$ cat src/rtl/morra_move_collector.sv
// -----------------------------------------------------------------------------
// morra_move_collector
//
// Front-end for MorraCinese. Each player hands over a move on its own
// valid/ready handshake, and the two moves may arrive in either order. When
// both moves are held, the pair is driven on PRIMO/SECONDO for one clock.
// On every other cycle the outputs carry NO_MOVE/NO_MOVE, which MorraCinese
// ignores. A start request produces an INIZIA cycle instead. During that
// cycle PRIMO/SECONDO carry the round-count configuration.
//
// If the second player has not arrived TIMEOUT_CYCLES cycles after the first
// move was captured, the pair is issued anyway. The missing move is filled
// and timeout_pulse is raised.
//
// Optional feature: define MORRA_RNG_FILL_EN to fill the missing move from an
// 8-bit Fibonacci LFSR (x^8+x^6+x^5+x^4+1, seed 8'hA5). A fill of 00 is
// mapped to 01, so every timeout round is a valid move. When the macro is not
// defined, the missing move is 00 (NO_MOVE) and no LFSR is built.
//
// Parameters
//   TIMEOUT_CYCLES  cycles to wait for the second player (>= 2)
//   CNT_W           width of the issued-round counter
//
// Ports
//   clk            system clock, rising edge
//   rst_n          asynchronous active-low reset
//   p1_valid       player 1 presents a move
//   p1_move        00 NO_MOVE, 01 ROCK, 10 PAPER, 11 SCISSORS
//   p1_ready       player 1 slot empty (forced low while start_req is high)
//   p2_valid       player 2 presents a move
//   p2_move        same encoding as p1_move
//   p2_ready       player 2 slot empty (forced low while start_req is high)
//   start_req      request a new game (highest priority)
//   start_cfg      [3:2] -> PRIMO, [1:0] -> SECONDO during the INIZIA cycle
//   PRIMO          registered move / config to MorraCinese
//   SECONDO        registered move / config to MorraCinese
//   INIZIA         registered restart strobe to MorraCinese
//   round_pulse    high for the one cycle a collected pair is on PRIMO/SECONDO
//   timeout_pulse  high together with round_pulse when the pair was filled
//   rounds_issued  rounds issued since the last start, saturating at all-ones
// -----------------------------------------------------------------------------
module morra_move_collector #(
  parameter int TIMEOUT_CYCLES = 16,
  parameter int CNT_W          = 8
) (
  input  logic             clk,
  input  logic             rst_n,
  input  logic             p1_valid,
  input  logic [1:0]       p1_move,
  output logic             p1_ready,
  input  logic             p2_valid,
  input  logic [1:0]       p2_move,
  output logic             p2_ready,
  input  logic             start_req,
  input  logic [3:0]       start_cfg,
  output logic [1:0]       PRIMO,
  output logic [1:0]       SECONDO,
  output logic             INIZIA,
  output logic             round_pulse,
  output logic             timeout_pulse,
  output logic [CNT_W-1:0] rounds_issued
);

  localparam int TW = $clog2(TIMEOUT_CYCLES);
  localparam logic [TW-1:0] TIMER_LAST = TW'(TIMEOUT_CYCLES - 1);

  typedef enum logic [1:0] {
    S_EMPTY  = 2'd0,
    S_HAS_P1 = 2'd1,
    S_HAS_P2 = 2'd2
  } state_t;

  state_t           state_q, state_d;
  logic [1:0]       slot1_q, slot1_d;
  logic [1:0]       slot2_q, slot2_d;
  logic [TW-1:0]    timer_q, timer_d;
  logic [1:0]       primo_q, primo_d;
  logic [1:0]       secondo_q, secondo_d;
  logic             inizia_q, inizia_d;
  logic             round_q, round_d;
  logic             timeout_q, timeout_d;
  logic [CNT_W-1:0] rounds_q, rounds_d;
  logic             issue;
  logic             p1_acc, p2_acc;
  logic [1:0]       fill_move;

  // A slot can accept a move only while it is empty. Readiness is withheld
  // during a start request, so moves offered on that edge are not taken.
  assign p1_ready = (state_q != S_HAS_P1) && !start_req;
  assign p2_ready = (state_q != S_HAS_P2) && !start_req;
  assign p1_acc   = p1_valid && p1_ready;
  assign p2_acc   = p2_valid && p2_ready;

`ifdef MORRA_RNG_FILL_EN
  logic [7:0] lfsr_q;
  logic       lfsr_fb;

  // Fibonacci taps for x^8+x^6+x^5+x^4+1. The register runs freely, so the
  // fill value depends on when the timeout happens.
  assign lfsr_fb   = lfsr_q[7] ^ lfsr_q[5] ^ lfsr_q[4] ^ lfsr_q[3];
  assign fill_move = (lfsr_q[1:0] == 2'b00) ? 2'b01 : lfsr_q[1:0];

  always_ff @(posedge clk or negedge rst_n) begin
    if (!rst_n) lfsr_q <= 8'hA5;
    else        lfsr_q <= {lfsr_q[6:0], lfsr_fb};
  end
`else
  assign fill_move = 2'b00;
`endif

  // Next-state logic. The output registers default to the idle pattern
  // (00/00, no strobes). They take a pair only on the edge that completes it.
  always_comb begin
    // NOTE: every signal driven here gets a default first, so no path through
    // the block leaves one unassigned and no latch is inferred.
    state_d   = state_q;
    slot1_d   = slot1_q;
    slot2_d   = slot2_q;
    timer_d   = timer_q;
    primo_d   = 2'b00;
    secondo_d = 2'b00;
    inizia_d  = 1'b0;
    round_d   = 1'b0;
    timeout_d = 1'b0;
    rounds_d  = rounds_q;
    issue     = 1'b0;

    if (start_req) begin
      state_d   = S_EMPTY;
      slot1_d   = 2'b00;
      slot2_d   = 2'b00;
      timer_d   = '0;
      primo_d   = start_cfg[3:2];
      secondo_d = start_cfg[1:0];
      inizia_d  = 1'b1;
      rounds_d  = '0;
    end else begin
      unique case (state_q)
        S_EMPTY: begin
          if (p1_acc && p2_acc) begin
            primo_d   = p1_move;
            secondo_d = p2_move;
            issue     = 1'b1;
          end else if (p1_acc) begin
            slot1_d = p1_move;
            timer_d = '0;
            state_d = S_HAS_P1;
          end else if (p2_acc) begin
            slot2_d = p2_move;
            timer_d = '0;
            state_d = S_HAS_P2;
          end
        end

        S_HAS_P1: begin
          // A move arriving on the timeout edge still completes a normal round.
          if (p2_acc) begin
            primo_d   = slot1_q;
            secondo_d = p2_move;
            issue     = 1'b1;
            slot1_d   = 2'b00;
            state_d   = S_EMPTY;
          end else if (timer_q == TIMER_LAST) begin
            primo_d   = slot1_q;
            secondo_d = fill_move;
            timeout_d = 1'b1;
            issue     = 1'b1;
            slot1_d   = 2'b00;
            state_d   = S_EMPTY;
          end else begin
            timer_d = timer_q + TW'(1);
          end
        end

        S_HAS_P2: begin
          if (p1_acc) begin
            primo_d   = p1_move;
            secondo_d = slot2_q;
            issue     = 1'b1;
            slot2_d   = 2'b00;
            state_d   = S_EMPTY;
          end else if (timer_q == TIMER_LAST) begin
            primo_d   = fill_move;
            secondo_d = slot2_q;
            timeout_d = 1'b1;
            issue     = 1'b1;
            slot2_d   = 2'b00;
            state_d   = S_EMPTY;
          end else begin
            timer_d = timer_q + TW'(1);
          end
        end

        default: begin
          state_d = S_EMPTY;
          slot1_d = 2'b00;
          slot2_d = 2'b00;
          timer_d = '0;
        end
      endcase

      if (issue) begin
        round_d  = 1'b1;
        rounds_d = (rounds_q == {CNT_W{1'b1}}) ? rounds_q : rounds_q + CNT_W'(1);
      end
    end
  end

  always_ff @(posedge clk or negedge rst_n) begin
    if (!rst_n) begin
      state_q   <= S_EMPTY;
      slot1_q   <= 2'b00;
      slot2_q   <= 2'b00;
      timer_q   <= '0;
      primo_q   <= 2'b00;
      secondo_q <= 2'b00;
      inizia_q  <= 1'b0;
      round_q   <= 1'b0;
      timeout_q <= 1'b0;
      rounds_q  <= '0;
    end else begin
      // NOTE: non-blocking assignments here keep every register sampling the
      // pre-edge values, whatever order the statements appear in.
      state_q   <= state_d;
      slot1_q   <= slot1_d;
      slot2_q   <= slot2_d;
      timer_q   <= timer_d;
      primo_q   <= primo_d;
      secondo_q <= secondo_d;
      inizia_q  <= inizia_d;
      round_q   <= round_d;
      timeout_q <= timeout_d;
      rounds_q  <= rounds_d;
    end
  end

  assign PRIMO         = primo_q;
  assign SECONDO       = secondo_q;
  assign INIZIA        = inizia_q;
  assign round_pulse   = round_q;
  assign timeout_pulse = timeout_q;
  assign rounds_issued = rounds_q;

endmodule

$ cat config.mk
export PLATFORM = sky130hd
export DESIGN_NAME = morra_move_collector
export DESIGN_NICKNAME = d
export VERILOG_FILES = /design/src/rtl/morra_move_collector.sv
export SDC_FILE = /design/constraint.sdc
export NUM_CORES = 1
export LEC_CHECK = 0
export BUFFER_PORTS_ARGS = -buffer_cell sky130_fd_sc_hd__buf_2
export CAP_MARGIN = 20
export CELL_PAD_IN_SITES_DETAIL_PLACEMENT = 1
export CELL_PAD_IN_SITES_GLOBAL_PLACEMENT = 1
export CORE_ASPECT_RATIO = 1.75
export CORE_MARGIN = 1
export CORE_UTILIZATION = 39
export DETAILED_ROUTE_END_ITERATION = 8
export PLACE_DENSITY = 0.81
export REMOVE_ABC_BUFFERS = 1
export SKIP_LAST_GASP = 1
export SYNTH_ARGS = -nofsm -noshare
export SYNTH_HDL_FRONTEND = slang
export SYNTH_SLANG_ARGS = --single-unit
export TNS_END_PERCENT = 1
$ cat constraint.sdc
create_clock -name clk -period 4.25 [get_ports clk]
set_clock_uncertainty 0.1 [all_clocks]
set_input_delay 0.85 -clock clk [delete_from_list [all_inputs] [get_ports clk]]
set_output_delay 0.85 -clock clk [all_outputs]
set_load 0.01 [all_outputs]
Word-level counts from Yosys, hierarchy flattened. Cells that the tools add are included.

Register bits: 25. Input bits: 13. Output and inout bits: 17.

Add/sub/neg operators: 2. Equal/unequal tests: 18. Muxes and demuxes: 56. Reduce and logical (&&, ||, !) cells: 13.

Operators with widths (number): $mux W2 (27); $pmux W2 S3 (5); $mux W4 (7); $mux W8 (3); $ne A3 B3 Y1 const B (6); $ne A4 B4 Y1 const B (3); $pmux W4 S3 (1); $mux W1 (11); $add A8 B1 Y8 const B (1); $eq A8 B8 Y1 const B (1); $ne A2 B2 Y1 const B (4); $reduce_and A4 Y1 (2); $logic_and A1 B1 Y1 (5); $reduce_and A5 Y1 (1); $add A4 B1 Y4 const B (1); $eq A4 B4 Y1 const B (1); $reduce_and A2 Y1 (2); $pmux W1 S3 (1); $eq A2 B1 Y1 const B (1); $eq A2 B2 Y1 const B (1); $logic_not A2 Y1 (1); $ne A2 B1 Y1 const B (1); $pmux W1 S2 (1); $reduce_bool A2 Y1 (1); $logic_not A1 Y1 (1).

Depth between registers and ports, before layout. Gate-level depths: netlist (run 1).

Depth in word-level cells: 9. Gate-level depth with buffers: 9. Mapped depth without buffers: 7.

Worst setup path after synthesis (run 1). Ideal clock, no wire load.

Path kind: in2out. Start: input start_req. End: output p2_ready. Data arrival time: 1.788 ns. Slack: 1.512 ns. Stages: 4. Path buffers: 3. Cells stage by stage: clkbuf_1 -> buf_1 -> clkbuf_1 -> nor2_1.

Longest elaborated chain between the ends: 2.

Ends and longest elaborated chain: start: declaration (line 54) `input logic start_req,`; $logic_not A1 Y1 (line 90) `assign p2_ready = (state_q != S_HAS_P2) && !start_req;`; $logic_and A1 B1 Y1 (line 90); end: declaration (line 53) `output logic p2_ready,`.

Every way passes these cells.

Worst setup path in the final report (run 1).
Start: input start_req. End: output p1_ready.

Longest elaborated chain between the ends: 2.

Ends and longest elaborated chain: $logic_not A1 Y1 (line 89) `assign p1_ready = (state_q != S_HAS_P1) && !start_req;`; $logic_and A1 B1 Y1 (line 89); end: declaration (line 50) `output logic p1_ready,`.

Every way passes these cells.

==> metrics.txt, run 1 <==
Post-CTS Hold Buffers 0; slowest stage cell on the critical path buf_2; Lkg Pwr ~0.74 nW; Seq/Total Area, Yosys between 40% and 50%; PD cells between 300 and 400 nW/um2; number of synthesized flops with an enable pin 0; Initial Util about two fifths; Crit path largest cell delay about 0.45 ns; layout net count 202; worst min-delay path class reg2reg; Final ANT Viol Nets 0; Warnings, synthesis 0; grt ovf 0; Post-Synthesis Cell Area around 1400 um2; Final Non-Filler Cells between 200 and 250; Post-synth ARST share 100%; pre-CTS setup slack 1.42 ns; drt first pass iters 4; setup_tns 0 ns; top post-synthesis cells by count 25 x dfrtp_1, 18 x nand2_1, 15 x o21ai_0, 9 x a21oi_1, 9 x inv_1; Crit. End Element output port; area delta synth->final 15.2%; Final min period about 2.6 ns; first-pass GRT wire length ~6 mm; final setup violation count 0; number of cells after detailed placement 223; CTS tree done; Cells after Synth 155; clock sink count 25; post_cts resized 0; Finished Cell Area between 1500 and 2000 um2; f_max about 390 MHz; # rows 28; root buf cell clkbuf_8; CP Max Fanout 33; Register Area approximately 630 um2; Yosys cell types 45; slew of the pin with the lowest slew margin around 0.66 ns; setup bufs post-CTS 0; Max clock buf depth 2; core box area between 3000 and 4000 um2; WL/cell about 16 um; top cells by area, synth dfrtp_1 44%, ha_1 5.3%, o21ai_0 5.3%; Die W around 48 um; placed wire-length estimate 2.84 mm; Pwr Total approximately 0.60 mW; status completed; most frequent CP cell buf_2; Reg clk slew, reported paths approximately 0.080 ns; total routed wirelength roughly 3.7 mm; initial DRC count 18; cell with the most instances after synthesis dfrtp_1; synthesized area per cell roughly 9 um2; sum of buffers and inverters on the critical path 2; layout cell share with drive strength beyond 1 between 20% and 30%; Num CTS Buffers 3; Yosys top cell by area dfrtp_1; Startpoint Class primary input; VDD IR max between 0.15 and 0.2 mV; delay-heaviest family, CP buffers and inverters; GPL Wtd Cong roughly 0.9; Clock Latency Late Sink 0.27 ns; # diodes 0; Final Cycle Share roughly three fifths; worst setup margin about 1.7 ns; unrepaired setup endpoints after global routing false; vias in the first global route between 1k and 1.5k; ys flop type dfrtp_1; Rel. slew slack about 55%; CTS H-tree depth 1; worst-path cell chain buf_2, nor2_1, buf_2; CP required 3.30 ns; largest net degree at the start of global routing 34; initial antenna violation count 0; input/output buffers 29; multi-input logic area ~730 um2; via count about 1.3k; Final Hold Vio Count 0; MaxCap Viol Count 0; WP data arrival approximately 1.6 ns; critical path class in2out; Die Height approximately 80 um; Seq cells post-synth 25; top-area cell type share of the netlist area a little over two fifths; die area just under 4000 um2; Fillers 429; post-DR vias/cell around 5.6; Area after DPL 1590 um2; detailed-route DRC error count 0; total I/O pin count 30; GRT Total Usage 21.2%; Slew Limit Fails 0
==> kinds of logic after synthesis <==
group                      Yosys count  share of synthesized area (%)
DFF                                 25                           44.0
adders and majority gates            6                           5.28
muxes                                2                           1.50
xor gates and xnor gates             2                           1.23
and+or+nand+nor                     58                           21.2
buffers and inverters               15                           4.48
AOI/OAI and AO/OA                   47                           22.3
==> flip-flops by register name, indices dropped and copies added, names as in the netlist <==
name	cells
timeout_pulse	1
state_q	2
round_pulse	1
rounds_issued	8
slot1_q	2
INIZIA	1
slot2_q	2
SECONDO	2
timer_q	4
PRIMO	2
==> report_power, final <==
part	leakage, nW	switching (mW)	internal [mW]
Clock	0.0228	0.0725	0.0671
Combinational	0.385	0.114	0.0672
Sequential	0.337	0.0169	0.260
Total	0.744	0.203	0.394
==> layout by cell type (no fill, tap or decap), types with 3 or more instances in the layout <==
| cell | Yosys | layout |
|---|---|---|
| inv_1 | 9 | 9 |
| nand2b_1 | 5 | 5 |
| or3_1 | 3 | 3 |
| nor2b_1 | 3 | 3 |
| nor2_1 | 8 | 8 |
| nor3_1 | 3 | 3 |
| nand2_1 | 18 | 18 |
| o21ai_0 | 15 | 15 |
| buf_2 | 0 | 29 |
| clkbuf_8 | 0 | 3 |
| nand3_1 | 6 | 6 |
| ha_1 | 6 | 6 |
| o31ai_1 | 4 | 4 |
| dfrtp_1 | 25 | 25 |
| a21oi_1 | 9 | 9 |
==> through the flow <==
step / hold WS (ns) / util [%]
3_5_place_dp: 0.389 / 46.4
3_3_place_gp: 0.365 / 46.4
5_1_grt: 0.439 / 47.7
2_1_floorplan: 0.350 / -
6_report: 0.406 / 47.7
4_1_cts: 0.409 / 47.7
==> worst min-delay path, delay by kind of cell, from the launching register on <==
family / cells / cell delay [ns]
flip-flops: 1 / 0.35
AO/OA/AOI/OAI: 1 / 0.07
AND/OR/NAND/NOR: 1 / 0.05
==> per-layer routing <==
layer | wire (um) | up-vias | GRT usage, %
met3 | 67 | 10 | 1.98
met1 | 1330 | 630 | 20.9
li1 | - | 609 | -
met5 | 0 | - | 0
met2 | 2150 | 27 | 40.7
met4 | 121 | 0 | 10.3
==> final timing paths <==
path / slack, ns / from / end / depth (start not counted)
hold / removal: 0.41 / slot1_q[1]$_DFFE_PN0P_ / slot1_q[1]$_DFFE_PN0P_ / 2
setup reg to reg: 1.84 / state_q[0]$_DFFE_PN0P_ / rounds_issued[7]$_DFFE_PN0P_ / 7
hold reg to reg: 0.41 / slot1_q[1]$_DFFE_PN0P_ / slot1_q[1]$_DFFE_PN0P_ / 2
min in group asynchronous: 0.46 / rst_n / rounds_issued[6]$_DFFE_PN0P_ / 1
max in group asynchronous: 3.21 / rst_n / PRIMO[0]$_DFF_PN0_ / 1
setup / recovery: 1.68 / start_req / p1_ready / 3
==> cell type report <==
class	count	area share, %
multi-input cells	115	44.7
well taps	45	3.44
flip-flops and latches	25	38.2
repair buffers	29	8.85
clock buffers	4	2.75
inverters	9	2.06
No activity file was read; power rests on OpenSTA's default activity.
==> run 2, diff against run 1 <==
--- a/config.mk
+++ b/config.mk
@@ -11,9 +11,9 @@
 export CELL_PAD_IN_SITES_GLOBAL_PLACEMENT = 1
 export CORE_ASPECT_RATIO = 1.75
 export CORE_MARGIN = 1
-export CORE_UTILIZATION = 39
+export CORE_UTILIZATION = 36
 export DETAILED_ROUTE_END_ITERATION = 8
-export PLACE_DENSITY = 0.81
+export PLACE_DENSITY = 0.79
 export REMOVE_ABC_BUFFERS = 1
 export SKIP_LAST_GASP = 1
 export SYNTH_ARGS = -nofsm -noshare
==> constraint.sdc (replaced) <==
create_clock -name clk -period 2.1 [get_ports clk]
set_clock_uncertainty 0.1 [all_clocks]
set_input_delay 0.42 -clock clk [delete_from_list [all_inputs] [get_ports clk]]
set_output_delay 0.42 -clock clk [all_outputs]
set_load 0.01 [all_outputs]
==> metrics.txt, run 2 (synthesis results as in run 1) <==
Crit. End Element flip-flop; root buf cell clkbuf_8; violated checks negative setup slack; total routed wirelength about 4.4 mm; CP Max Fanout 4; MaxCap Viol Count 0; slowest stage cell on the critical path dfrtp_2; Final Hold Vio Count 0; commonest non-fill, non-tap cell in the layout buf_2; Die W between 40 and 50 um; Final Non-Filler Cells between 200 and 250; Post-CTS Hold Buffers 0; WL/cell about 18 um; Rel. slew slack 61.2%; worst min-delay path class in2async; commonest non-fill, non-tap cells in the layout 29 x buf_2, 24 x dfrtp_1, 18 x nand2_1, 18 x buf_4, 14 x o21ai_0; CTS tree done; via count approximately 1.4k; pre-CTS setup slack -0.0722 ns; input/output buffers 29; grt ovf 0; Reg clk slew, reported paths approximately 0.09 ns; GPL Wtd Cong 0.897; worst setup margin -0.0165 ns; PD cells ~720 nW/um2; number of cells after detailed placement 240; Initial Util ~38%; Final Cycle Share 101%; initial DRC count 28; Largest register FFs 8; drt first pass iters 5; layout net count 222; CTS H-tree depth 1; largest net degree at the start of global routing 26; core box area 3700 um2; Crit path largest cell delay between 0.4 and 0.5 ns; die area ~4200 um2; vias in the first global route about 1.5k; Pwr Total around 1.4 mW; Area after DPL 1720 um2; Final min period roughly 2.1 ns; worst-path cell chain ha_4, or3b_4, a21oi_4, o21ai_4, nor4_2, mux2_2; # rows 29; Startpoint Class flip-flop; Slew Limit Fails 0; CP required 2.16 ns; total I/O pin count 30; post-DR vias/cell roughly 5.7; placed wire-length estimate between 3 and 4 mm; VDD IR max approximately 0.45 mV; unrepaired setup endpoints after global routing true; Lkg Pwr ~0.86 nW; Num CTS Buffers 3; clock sink count 25; status complete, but fails checks; f_max approximately 470 MHz; GRT Total Usage about a fifth; Max clock buf depth 2; Final ANT Viol Nets 0; detailed-route DRC error count 0; area delta synth->final 32.5%; first-pass GRT wire length just under 7 mm; Finished Cell Area 1880 um2; layout cell share with drive strength beyond 1 37.6%; Die Height ~85 um; Clock Latency Late Sink roughly 0.27 ns; # diodes 0; WP data arrival about 2.2 ns; slew of the pin with the lowest slew margin between 0.5 and 0.6 ns; initial antenna violation count 0; critical path class reg2reg; final setup violation count 1; hold_ws 0.0397 ns
-- run 2: cell types whose count changed in the layout (fill, tap and decap cells not counted), moves of 2 or more --
cell	previous run	this run
buf_4	0	18
or3_1	3	1
nand2b_1	5	3
ha_1	6	4
a21oi_2	0	3
or3_4	0	2
buf_6	0	2
a21oi_1	9	6
-- run 2: critical path, delay by kind of cell (launching register included) --
kind                       cells  cell delay (ns)
DFF                            1             0.46
adders and majority gates      1             0.18
and+or+nand+nor                2             0.63
AOI/OAI and AO/OA              2             0.25
muxes                          1             0.39
-- run 2: metrics by stage --
step                      util (%)  TNS (ns)
after floorplan                  -   -0.0586
after global placement        46.3         0
after detailed placement      46.3    -0.328
after CTS                     47.8    -0.309
after global routing          50.9    -0.437
final                         50.9   -0.0165
-- run 2: path summary, 6_finish.rpt --
path | end | startpoint | cells after the start | slack [ns]
setup / recovery | rounds_issued[7]$_DFFE_PN0P_ | state_q[0]$_DFFE_PN0P_ | 6 | -0.02
hold / removal | rounds_issued[0]$_DFFE_PN0P_ | rst_n | 1 | 0.04
setup reg to reg | rounds_issued[7]$_DFFE_PN0P_ | state_q[0]$_DFFE_PN0P_ | 6 | -0.02
hold reg to reg | timer_q[3]$_DFFE_PN0P_ | timer_q[3]$_DFFE_PN0P_ | 1 | 0.40
max in group asynchronous | state_q[0]$_DFFE_PN0P_ | rst_n | 1 | 1.45
min in group clk | SECONDO[1]$_DFF_PN0_ | start_cfg[1] | 3 | 0.26
-- run 2: per-layer routing --
layer / wire (um) / up-vias / GRT usage, %
li1: - / 651 / -
met1: 1570 / 708 / 19.6
met2: 2570 / 31 / 42.0
met3: 75 / 12 / 1.97
met4: 140 / 0 / 10.9
met5: 0 / - / 0
-- run 2: layout make-up --
type | instances | area [um2]
clock buffers | 3 | 41.3
clock inverters | 1 | 5.00
fillers | 453 | 1820
inverters | 9 | 33.8
multi-input cells | 115 | 817
flip-flops and latches | 25 | 627
well taps | 46 | 57.6
repair buffers | 49 | 303
-- run 2: where the power goes --
| group | switching, mW | internal (mW) |
|---|---|---|
| Sequential | 0.0385 | 0.527 |
| Clock | 0.155 | 0.133 |
| Combinational | 0.275 | 0.236 |
-- run 2: what timing repair did --
| item | CTS | global route |
|---|---|---|
| gates cloned | 0 | 1 |
| endpoints found under the setup margin | 9 | 18 |
| gates resized for setup | 1 | 21 |
| setup buffers | 0 | 3 |
| pin swaps | 0 | 9 |
